### src/rtl/hist_eq_sched_if.sv
// Bundle of the scheduler's control, calculator-RAM, histogram-RAM and LUT-RAM signals.
// The scheduler connects through the slave modport; its environment uses master.
interface hist_eq_sched_if #(
    parameter int BIN_W = 14,
    parameter int CNT_W = 18,
    parameter int CDF_W = 20,
    parameter int LUT_W = 8
);
    logic             enable;
    logic [7:0]       period;
    logic [23:0]      scale;
    logic             frame_start;
    logic             hist_upd;
    logic             hist_rdy;
    logic             calc_ram_we;
    logic [BIN_W-1:0] calc_ram_addr;
    logic [CNT_W-1:0] calc_ram_din;
    logic [CNT_W-1:0] calc_ram_dout;
    logic             ram_we;
    logic [BIN_W-1:0] ram_addr;
    logic [CNT_W-1:0] ram_din;
    logic [CNT_W-1:0] ram_dout;
    logic             lut_we;
    logic [BIN_W-1:0] lut_addr;
    logic [LUT_W-1:0] lut_din;
    logic             busy;
    logic             lut_done;
    logic [CDF_W-1:0] total_cnt;

    modport slave (
        input  enable, period, scale, frame_start, hist_rdy,
        input  calc_ram_we, calc_ram_addr, calc_ram_din, ram_dout,
        output hist_upd, calc_ram_dout, ram_we, ram_addr, ram_din,
        output lut_we, lut_addr, lut_din, busy, lut_done, total_cnt
    );

    modport master (
        output enable, period, scale, frame_start, hist_rdy,
        output calc_ram_we, calc_ram_addr, calc_ram_din, ram_dout,
        input  hist_upd, calc_ram_dout, ram_we, ram_addr, ram_din,
        input  lut_we, lut_addr, lut_din, busy, lut_done, total_cnt
    );
endinterface

### src/rtl/hist_eq_sched.sv
// Histogram refresh scheduler: requests a new histogram every PERIOD frames, then
// borrows the histogram RAM to accumulate the CDF and write the scaled equalization LUT.
//
// state       | meaning
// IDLE        | scheduling disabled
// WAIT_FRAMES | counting frame_start pulses up to max(period,1)
// REQ         | hist_upd held until the calculator drops hist_rdy
// WAIT_CALC   | calculator busy; wait for hist_rdy
// SCAN        | read every bin once, one address per cycle
// FLUSH       | drain the 3-stage CDF/LUT pipeline
// DONE        | publish total_cnt, pulse lut_done
module hist_eq_sched #(
    parameter int BIN_W = 14,
    parameter int CNT_W = 18,
    parameter int CDF_W = 20,
    parameter int LUT_W = 8
) (
    input logic clk,
    input logic srst,
    hist_eq_sched_if.slave bus
);
    localparam int SCALE_W = 24;
    localparam int PROD_W  = CDF_W + SCALE_W;

    localparam logic [2:0] S_IDLE        = 3'd0;
    localparam logic [2:0] S_WAIT_FRAMES = 3'd1;
    localparam logic [2:0] S_REQ         = 3'd2;
    localparam logic [2:0] S_WAIT_CALC   = 3'd3;
    localparam logic [2:0] S_SCAN        = 3'd4;
    localparam logic [2:0] S_FLUSH       = 3'd5;
    localparam logic [2:0] S_DONE        = 3'd6;

    localparam logic [BIN_W-1:0] LAST_ADDR = '1;
    localparam logic [CDF_W-1:0] CDF_MAX   = '1;

    logic [2:0]       state;
    logic [7:0]       frame_cnt;
    logic [BIN_W-1:0] scan_addr;
    logic [1:0]       flush_cnt;
    logic             hist_upd_q;
    logic             lut_done_q;
    logic [CDF_W-1:0] total_cnt_q;
    logic [CDF_W-1:0] cdf;
    logic             vld_s1;
    logic             vld_s2;
    logic [BIN_W-1:0] addr_s1;
    logic [BIN_W-1:0] addr_s2;
    logic             lut_we_q;
    logic [BIN_W-1:0] lut_addr_q;
    logic [LUT_W-1:0] lut_din_q;

    logic             scan_own;
    logic [CDF_W:0]   cdf_sum;
    logic [CDF_W-1:0] cdf_next;
    logic [PROD_W-1:0] prod;
    logic [CDF_W-1:0] prod_int;
    logic [SCALE_W-1:0] prod_frac_unused;
    logic [LUT_W-1:0] lut_val;
    logic [7:0]       eff_period;
    logic [8:0]       frame_next;
    logic             frames_reached;

    assign scan_own = (state == S_SCAN) || (state == S_FLUSH);

    always_comb begin
        bus.ram_we   = bus.calc_ram_we;
        bus.ram_addr = bus.calc_ram_addr;
        bus.ram_din  = bus.calc_ram_din;
        if (scan_own) begin
            bus.ram_we   = 1'b0;
            bus.ram_addr = scan_addr;
            bus.ram_din  = '0;
        end
    end

    assign bus.calc_ram_dout = bus.ram_dout;

    // Saturating CDF accumulate, then Q0.24 gain with the integer part clamped to the LUT range.
    assign cdf_sum  = {1'b0, cdf} + {{(CDF_W + 1 - CNT_W){1'b0}}, bus.ram_dout};
    assign cdf_next = cdf_sum[CDF_W] ? CDF_MAX : cdf_sum[CDF_W-1:0];
    assign prod     = {{SCALE_W{1'b0}}, cdf} * {{CDF_W{1'b0}}, bus.scale};
    assign {prod_int, prod_frac_unused} = prod;
    assign lut_val  = (|prod_int[CDF_W-1:LUT_W]) ? {LUT_W{1'b1}} : prod_int[LUT_W-1:0];

    assign eff_period     = (bus.period == 8'd0) ? 8'd1 : bus.period;
    assign frame_next     = {1'b0, frame_cnt} + 9'd1;
    assign frames_reached = frame_next >= {1'b0, eff_period};

    always_ff @(posedge clk or posedge srst) begin
        if (srst) begin
            state       <= S_IDLE;
            frame_cnt   <= '0;
            scan_addr   <= '0;
            flush_cnt   <= '0;
            hist_upd_q  <= 1'b0;
            lut_done_q  <= 1'b0;
            total_cnt_q <= '0;
            cdf         <= '0;
            vld_s1      <= 1'b0;
            vld_s2      <= 1'b0;
            addr_s1     <= '0;
            addr_s2     <= '0;
            lut_we_q    <= 1'b0;
            lut_addr_q  <= '0;
            lut_din_q   <= '0;
        end else begin
            vld_s1     <= (state == S_SCAN);
            addr_s1    <= scan_addr;
            vld_s2     <= vld_s1;
            addr_s2    <= addr_s1;
            lut_we_q   <= vld_s2;
            lut_addr_q <= addr_s2;
            lut_din_q  <= lut_val;
            lut_done_q <= (state == S_DONE);
            if (vld_s1) begin
                cdf <= cdf_next;
            end

            case (state)
                S_IDLE: begin
                    if (bus.enable) begin
                        state     <= S_WAIT_FRAMES;
                        frame_cnt <= '0;
                    end
                end
                S_WAIT_FRAMES: begin
                    if (!bus.enable) begin
                        state <= S_IDLE;
                    end else if (bus.frame_start) begin
                        if (frames_reached) begin
                            state      <= S_REQ;
                            frame_cnt  <= '0;
                            hist_upd_q <= 1'b1;
                        end else begin
                            frame_cnt <= frame_next[7:0];
                        end
                    end
                end
                S_REQ: begin
                    if (!bus.hist_rdy) begin
                        hist_upd_q <= 1'b0;
                        state      <= S_WAIT_CALC;
                    end
                end
                S_WAIT_CALC: begin
                    if (bus.hist_rdy) begin
                        state     <= S_SCAN;
                        scan_addr <= '0;
                        cdf       <= '0;
                    end
                end
                S_SCAN: begin
                    if (scan_addr == LAST_ADDR) begin
                        state     <= S_FLUSH;
                        flush_cnt <= '0;
                    end else begin
                        scan_addr <= scan_addr + 1'b1;
                    end
                end
                S_FLUSH: begin
                    if (flush_cnt == 2'd2) begin
                        state <= S_DONE;
                    end else begin
                        flush_cnt <= flush_cnt + 2'd1;
                    end
                end
                S_DONE: begin
                    total_cnt_q <= cdf;
                    if (bus.enable) begin
                        state     <= S_WAIT_FRAMES;
                        frame_cnt <= '0;
                    end else begin
                        state <= S_IDLE;
                    end
                end
                default: state <= S_IDLE;
            endcase
        end
    end

    assign bus.hist_upd  = hist_upd_q;
    assign bus.lut_we    = lut_we_q;
    assign bus.lut_addr  = lut_addr_q;
    assign bus.lut_din   = lut_din_q;
    assign bus.lut_done  = lut_done_q;
    assign bus.total_cnt = total_cnt_q;
    assign bus.busy      = (state != S_IDLE) && (state != S_WAIT_FRAMES);
endmodule

### src/flat_wrapper.sv
// flat-port wrapper written by rule: the top's interface ports become plain ports
module hist_eq_sched_flat 
#(
    parameter int BIN_W = 14,
    parameter int CNT_W = 18,
    parameter int CDF_W = 20,
    parameter int LUT_W = 8
)
  (clk, srst, bus_enable, bus_period, bus_scale, bus_frame_start, bus_hist_rdy, bus_calc_ram_we, bus_calc_ram_addr, bus_calc_ram_din, bus_ram_dout, bus_hist_upd, bus_calc_ram_dout, bus_ram_we, bus_ram_addr, bus_ram_din, bus_lut_we, bus_lut_addr, bus_lut_din, bus_busy, bus_lut_done, bus_total_cnt);
  hist_eq_sched_if #(.BIN_W(BIN_W), .CNT_W(CNT_W), .CDF_W(CDF_W), .LUT_W(LUT_W)) bus_i ();
  input logic clk;
  input logic srst;
  input wire logic [$bits(bus_i.enable)-1:0] bus_enable;
  input wire logic [$bits(bus_i.period)-1:0] bus_period;
  input wire logic [$bits(bus_i.scale)-1:0] bus_scale;
  input wire logic [$bits(bus_i.frame_start)-1:0] bus_frame_start;
  input wire logic [$bits(bus_i.hist_rdy)-1:0] bus_hist_rdy;
  input wire logic [$bits(bus_i.calc_ram_we)-1:0] bus_calc_ram_we;
  input wire logic [$bits(bus_i.calc_ram_addr)-1:0] bus_calc_ram_addr;
  input wire logic [$bits(bus_i.calc_ram_din)-1:0] bus_calc_ram_din;
  input wire logic [$bits(bus_i.ram_dout)-1:0] bus_ram_dout;
  output wire logic [$bits(bus_i.hist_upd)-1:0] bus_hist_upd;
  output wire logic [$bits(bus_i.calc_ram_dout)-1:0] bus_calc_ram_dout;
  output wire logic [$bits(bus_i.ram_we)-1:0] bus_ram_we;
  output wire logic [$bits(bus_i.ram_addr)-1:0] bus_ram_addr;
  output wire logic [$bits(bus_i.ram_din)-1:0] bus_ram_din;
  output wire logic [$bits(bus_i.lut_we)-1:0] bus_lut_we;
  output wire logic [$bits(bus_i.lut_addr)-1:0] bus_lut_addr;
  output wire logic [$bits(bus_i.lut_din)-1:0] bus_lut_din;
  output wire logic [$bits(bus_i.busy)-1:0] bus_busy;
  output wire logic [$bits(bus_i.lut_done)-1:0] bus_lut_done;
  output wire logic [$bits(bus_i.total_cnt)-1:0] bus_total_cnt;
  assign bus_i.enable = bus_enable;
  assign bus_i.period = bus_period;
  assign bus_i.scale = bus_scale;
  assign bus_i.frame_start = bus_frame_start;
  assign bus_i.hist_rdy = bus_hist_rdy;
  assign bus_i.calc_ram_we = bus_calc_ram_we;
  assign bus_i.calc_ram_addr = bus_calc_ram_addr;
  assign bus_i.calc_ram_din = bus_calc_ram_din;
  assign bus_i.ram_dout = bus_ram_dout;
  assign bus_hist_upd = bus_i.hist_upd;
  assign bus_calc_ram_dout = bus_i.calc_ram_dout;
  assign bus_ram_we = bus_i.ram_we;
  assign bus_ram_addr = bus_i.ram_addr;
  assign bus_ram_din = bus_i.ram_din;
  assign bus_lut_we = bus_i.lut_we;
  assign bus_lut_addr = bus_i.lut_addr;
  assign bus_lut_din = bus_i.lut_din;
  assign bus_busy = bus_i.busy;
  assign bus_lut_done = bus_i.lut_done;
  assign bus_total_cnt = bus_i.total_cnt;
  hist_eq_sched #(.BIN_W(BIN_W), .CNT_W(CNT_W), .CDF_W(CDF_W), .LUT_W(LUT_W)) u_core (.clk(clk), .srst(srst), .bus(bus_i));
endmodule
### config.mk
export PLATFORM = sky130hd
export DESIGN_NAME = hist_eq_sched_flat
export DESIGN_NICKNAME = d
export VERILOG_FILES = /design/src/rtl/hist_eq_sched_if.sv /design/src/rtl/hist_eq_sched.sv /design/src/flat_wrapper.sv
export SDC_FILE = /design/constraint.sdc
export NUM_CORES = 1
export LEC_CHECK = 0
export BUFFER_PORTS_ARGS = -buffer_cell sky130_fd_sc_hd__buf_4
export CAP_MARGIN = 5
export CORE_ASPECT_RATIO = 0.5
export CORE_UTILIZATION = 55
export DETAILED_ROUTE_END_ITERATION = 6
export GPL_ROUTABILITY_DRIVEN = 0
export PLACE_DENSITY_LB_ADDON = 0.25
export SKIP_LAST_GASP = 1
export SLEW_MARGIN = 20
export SYNTH_ARGS = -nofsm -noshare
export SYNTH_HDL_FRONTEND = slang
export SYNTH_SLANG_ARGS = --single-unit
### constraint.sdc
create_clock -name clk -period 9.6 [get_ports clk]
set_input_delay 2.4 -clock clk [delete_from_list [all_inputs] [get_ports clk]]
set_output_delay 2.4 -clock clk [all_outputs]
set_load 0.005 [all_outputs]
==> impl_metrics.sql <==
INSERT INTO impl_metrics (metric_group, metric, value, unit) VALUES
('synthesis', 'yosys_warnings', '0', ''),
('timing', 'fmaxAchievable', '109', 'MHz'),
('synthesis', 'biggest_area_contributors_in_the_synthesized_netlist', 'sky130_fd_sc_hd__fa_1, sky130_fd_sc_hd__dfrtp_1, sky130_fd_sc_hd__ha_1', ''),
('detailed_routing', 'number_of_design_rule_violations_left_after_detail_routing', '0', ''),
('worst_hold_path', 'worst_hold_path_type', 'flip-flop to flip-flop', ''),
('timing', 'tightest_slew', '1.19', 'ns'),
('timing', 'slew-limit-headroom', '20.7', '%'),
('critical_path', 'cp_data_arrival_time', '9.53', 'ns'),
('clock_tree', 'clock_insertion_delay_worst_skew', '0.44', 'ns'),
('timing', 'timing_max_transition_violations_final', '0', ''),
('synthesis', 'yosysUniqueCellTypes', '67', ''),
('clock_tree', 'clock_path_buffers', '2', ''),
('clock_tree', 'postCtsSetupBuffers', '0', ''),
('global_routing', 'grt_antenna_before_repair', '0', ''),
('synthesis', 'synth_most_common_cell', 'sky130_fd_sc_hd__inv_1', ''),
('timing', 'timing.clock.skew', '0.0106', 'ns'),
('placed_design', 'place_area', '23200', 'sq um'),
('timing', 'period_utilization_post_route', '95.9', '%'),
('synthesis', 'postSynth.asyncResetShare', '100', '%'),
('cells_and_area', 'area_of_the_multi_input_gates', '16100', 'sq um'),
('synthesis', 'synth_largest_type_area_fraction', '36.4', '%'),
('cells_and_area', 'drive_gt1_share', '10.7', '%'),
('synthesis', 'synth.yosys.seq_area_share', '14.2', '%'),
('clock_tree', 'hold_buffers', '0', ''),
('synthesis', 'synthesis.area', '21600', 'sq um'),
('global_routing', 'grt_usage', '28.1', '%'),
('floorplanning', 'die-height', '142', 'microns'),
('detailed_routing', 'detailroute.via_count', '16500', ''),
('synthesis', 'postSynthCellCount', '2387', ''),
('critical_path', 'worstSetupStartpointType', 'input pin', ''),
('clock_tree', 'clkSlewWorstSetupHoldPaths', '0.06', 'ns'),
('detailed_routing', 'via_per_inst', '5.49', ''),
('critical_path', 'timing.critical_path.fanout_max', '20', ''),
('clock_tree', 'cts-root-buf', 'sky130_fd_sc_hd__clkbuf_16', ''),
('critical_path', 'critPathCaptureType', 'flip-flop', ''),
('floorplanning', 'core_area', '38000', 'sq um'),
('floorplanning', 'ios', '185', ''),
('flow_run', 'max-cap-violations', '0', ''),
('detailed_routing', 'drt.antenna.violating_nets', '0', ''),
('floorplanning', 'die_width', '282', 'microns'),
('cells_and_area', 'reg_area', '3050', 'sq um'),
('floorplanning', 'initial_utilization', '56.8', '%'),
('detailed_routing', 'detail_route.wirelength', '53.6', 'mm'),
('timing', 'hold_viol_final', '0', ''),
('clock_tree', 'tritoncts.num_buffers', '17', ''),
('clock_tree', 'ctsHtreeMaxLevel', '4', ''),
('timing', 'rsz0062_at_grt', 'no', ''),
('detailed_routing', 'route.detailed.wl_per_inst', '17.8', 'microns'),
('floorplanning', 'std_cell_rows', '50', ''),
('cells_and_area', 'design_area', '23800', 'sq um'),
('global_routing', 'maximum_number_of_pins_on_one_net_before_global_route_repair', '74', ''),
('critical_path', 'required', '9.92', 'ns'),
('synthesis', 'yosysTopAreaCell', 'sky130_fd_sc_hd__fa_1', ''),
('timing', 'setup_violations', '0', ''),
('floorplanning', 'floorplan.die_area', '40000', 'sq um'),
('placed_design', 'portBuffers', '184', ''),
('synthesis', 'synth_fp_nets', '3048', ''),
('detailed_routing', 'detailedRoute.firstIterationViolations', '1011', ''),
('detailed_routing', 'detailedRoute.firstPassIterationCount', '7', ''),
('timing', 'post-route-min-period', '9.21', 'ns'),
('synthesis', 'synth_common_cells', 'sky130_fd_sc_hd__inv_1, sky130_fd_sc_hd__fa_1, sky130_fd_sc_hd__nand2_1, sky130_fd_sc_hd__and2_1, sky130_fd_sc_hd__ha_1', ''),
('cells_and_area', 'nets', '3143', ''),
('global_routing', 'grt_first_pass_wirelength', '87.6', 'mm'),
('clock_tree', 'cts.sink_count', '122', ''),
('cells_and_area', 'area_delta_synth_final', '10.5', '%'),
('synthesis', 'synth_seq_cells', '122', ''),
('timing', 'tns', '0', 'ns'),
('global_routing', 'first_global_vias', '17300', ''),
('critical_path', 'critPathKind', 'input pin to flip-flop', ''),
('synthesis', 'syn-mean-instance-area', '9.03', 'sq um'),
('cells_and_area', 'antenna_cells', '0', ''),
('global_routing', 'grt_remaining_overflow', '0', ''),
('synthesis', 'synth_top_flop_cell', 'sky130_fd_sc_hd__dfrtp_1', ''),
('clock_tree', 'postCtsResizedCells', '0', ''),
('placed_design', 'hpwl', '41.2', 'mm'),
('run_status', 'status', 'complete, no violations', ''),
('clock_tree', 'tritoncts', 'built', ''),
('cells_and_area', 'fill_cells', '3210', ''),
('synthesis', 'synth_edf_count', '0', '');
## layout make-up
type | count | area share (%)
timing repair buffer | 211 | 6.65
clock inverter | 14 | 0.777
multi-input combinational | 1646 | 67.6
sequential | 122 | 12.8
clock buffer | 18 | 1.80
inverter | 484 | 7.64
tap | 520 | 2.73
## per-stage QoR
| step | setup slack [ns] | hold WS [ns] | util, % | cells |
|---|---|---|---|---|
| floorplan | 0.712 | 0.331 | - | 2387 |
| global placement | 0.172 | 0.333 | 61.1 | 2983 |
| detailed placement | 0.0220 | 0.335 | 61.1 | 2983 |
| CTS | 0.478 | 0.348 | 62.7 | 3015 |
| global route | 0.0822 | 0.355 | 62.7 | 3015 |
| finish | 0.392 | 0.348 | 62.7 | 3015 |
## registers in the layout (all words and copies together), names as in the netlist, 2 cells and up
name	cells
u_core.bus.total_cnt	20
u_core.state	3
u_core.bus.lut_din	8
u_core.bus.lut_addr	14
u_core.scan_addr	14
u_core.addr_s1	14
u_core.cdf	20
u_core.frame_cnt	8
u_core.flush_cnt	2
u_core.addr_s2	14
## per-layer routing
layer / vias to the layer above / track usage [%] / routed length [microns]
met1: 8421 / 37.7 / 22500
met5: - / 0 / 0
met2: 595 / 46.8 / 26000
met4: 0 / 7.92 / 1080
met3: 99 / 5.27 / 4020
li1: 7434 / - / -
## cells by family after synthesis
group                      after synthesis  share of synthesized area, %
DFF                                    122                          14.2
xor gates and xnor gates                45                          1.83
buffers and inverters                  619                          11.1
and+or+nand+nor                        768                          18.1
AOI/OAI and AO/OA                      250                          7.34
adders and majority gates              573                          46.9
muxes                                   10                         0.522
## worst paths after layout
check	start	end	slack [ns]	cells after the start
max in group asynchronous	srst	u_core.bus.total_cnt[5]	6.15	3
setup / recovery	bus_scale[9]	u_core.bus.lut_din[4]	0.39	26
hold reg to reg	u_core.addr_s2[6]	u_core.bus.lut_addr[6]	0.35	0
hold / removal	u_core.addr_s2[6]	u_core.bus.lut_addr[6]	0.35	0
min in group asynchronous	srst	u_core.bus.lut_din[3]	2.06	2
setup reg to reg	u_core.cdf[4]	u_core.bus.lut_din[4]	1.44	25
## worst max-delay path, stage by stage
cell	delay [ns]
sky130_fd_sc_hd__buf_4	0.19
sky130_fd_sc_hd__and2_1	0.21
sky130_fd_sc_hd__fa_1	0.46
sky130_fd_sc_hd__fa_1	0.54
sky130_fd_sc_hd__inv_1	0.05
sky130_fd_sc_hd__fa_1	0.47
sky130_fd_sc_hd__inv_1	0.05
sky130_fd_sc_hd__fa_1	0.50
sky130_fd_sc_hd__inv_1	0.06
sky130_fd_sc_hd__fa_1	0.54
sky130_fd_sc_hd__inv_1	0.05
sky130_fd_sc_hd__fa_1	0.47
sky130_fd_sc_hd__inv_1	0.05
sky130_fd_sc_hd__fa_1	0.47
sky130_fd_sc_hd__inv_1	0.05
sky130_fd_sc_hd__ha_1	0.33
sky130_fd_sc_hd__nand4_1	0.18
sky130_fd_sc_hd__or3_1	0.44
sky130_fd_sc_hd__nor3_1	0.21
sky130_fd_sc_hd__o2bb2ai_1	0.15
sky130_fd_sc_hd__a211oi_2	0.10
sky130_fd_sc_hd__o41ai_1	0.50
sky130_fd_sc_hd__xor2_1	0.15
sky130_fd_sc_hd__nor4_2	0.29
sky130_fd_sc_hd__nand4_2	0.28
sky130_fd_sc_hd__a211o_1	0.30
## placed cells by master, fill, tap and decap left out, types with 11 or more instances in the layout
cell | synthesis | routed
sky130_fd_sc_hd__inv_1 | 484 | 483
sky130_fd_sc_hd__fa_1 | 392 | 392
sky130_fd_sc_hd__nand2_1 | 316 | 316
sky130_fd_sc_hd__and2_1 | 302 | 302
sky130_fd_sc_hd__buf_4 | 18 | 211
sky130_fd_sc_hd__ha_1 | 181 | 181
sky130_fd_sc_hd__dfrtp_1 | 122 | 122
sky130_fd_sc_hd__a21oi_1 | 78 | 78
sky130_fd_sc_hd__o21ai_0 | 64 | 64
sky130_fd_sc_hd__nor2_1 | 37 | 37
sky130_fd_sc_hd__xnor2_1 | 23 | 23
sky130_fd_sc_hd__nand3_1 | 22 | 22
sky130_fd_sc_hd__xor2_1 | 22 | 22
sky130_fd_sc_hd__nand2b_1 | 18 | 18
sky130_fd_sc_hd__a21o_1 | 17 | 17
sky130_fd_sc_hd__clkbuf_16 | 0 | 17
sky130_fd_sc_hd__nor3_1 | 16 | 16
sky130_fd_sc_hd__nand4_1 | 13 | 13
sky130_fd_sc_hd__and3_1 | 11 | 11
sky130_fd_sc_hd__a211o_1 | 11 | 11
Power is left out: the tool's default activity adds up to more than one toggle a clock period on the data nets, which glitch-free logic cannot reach.
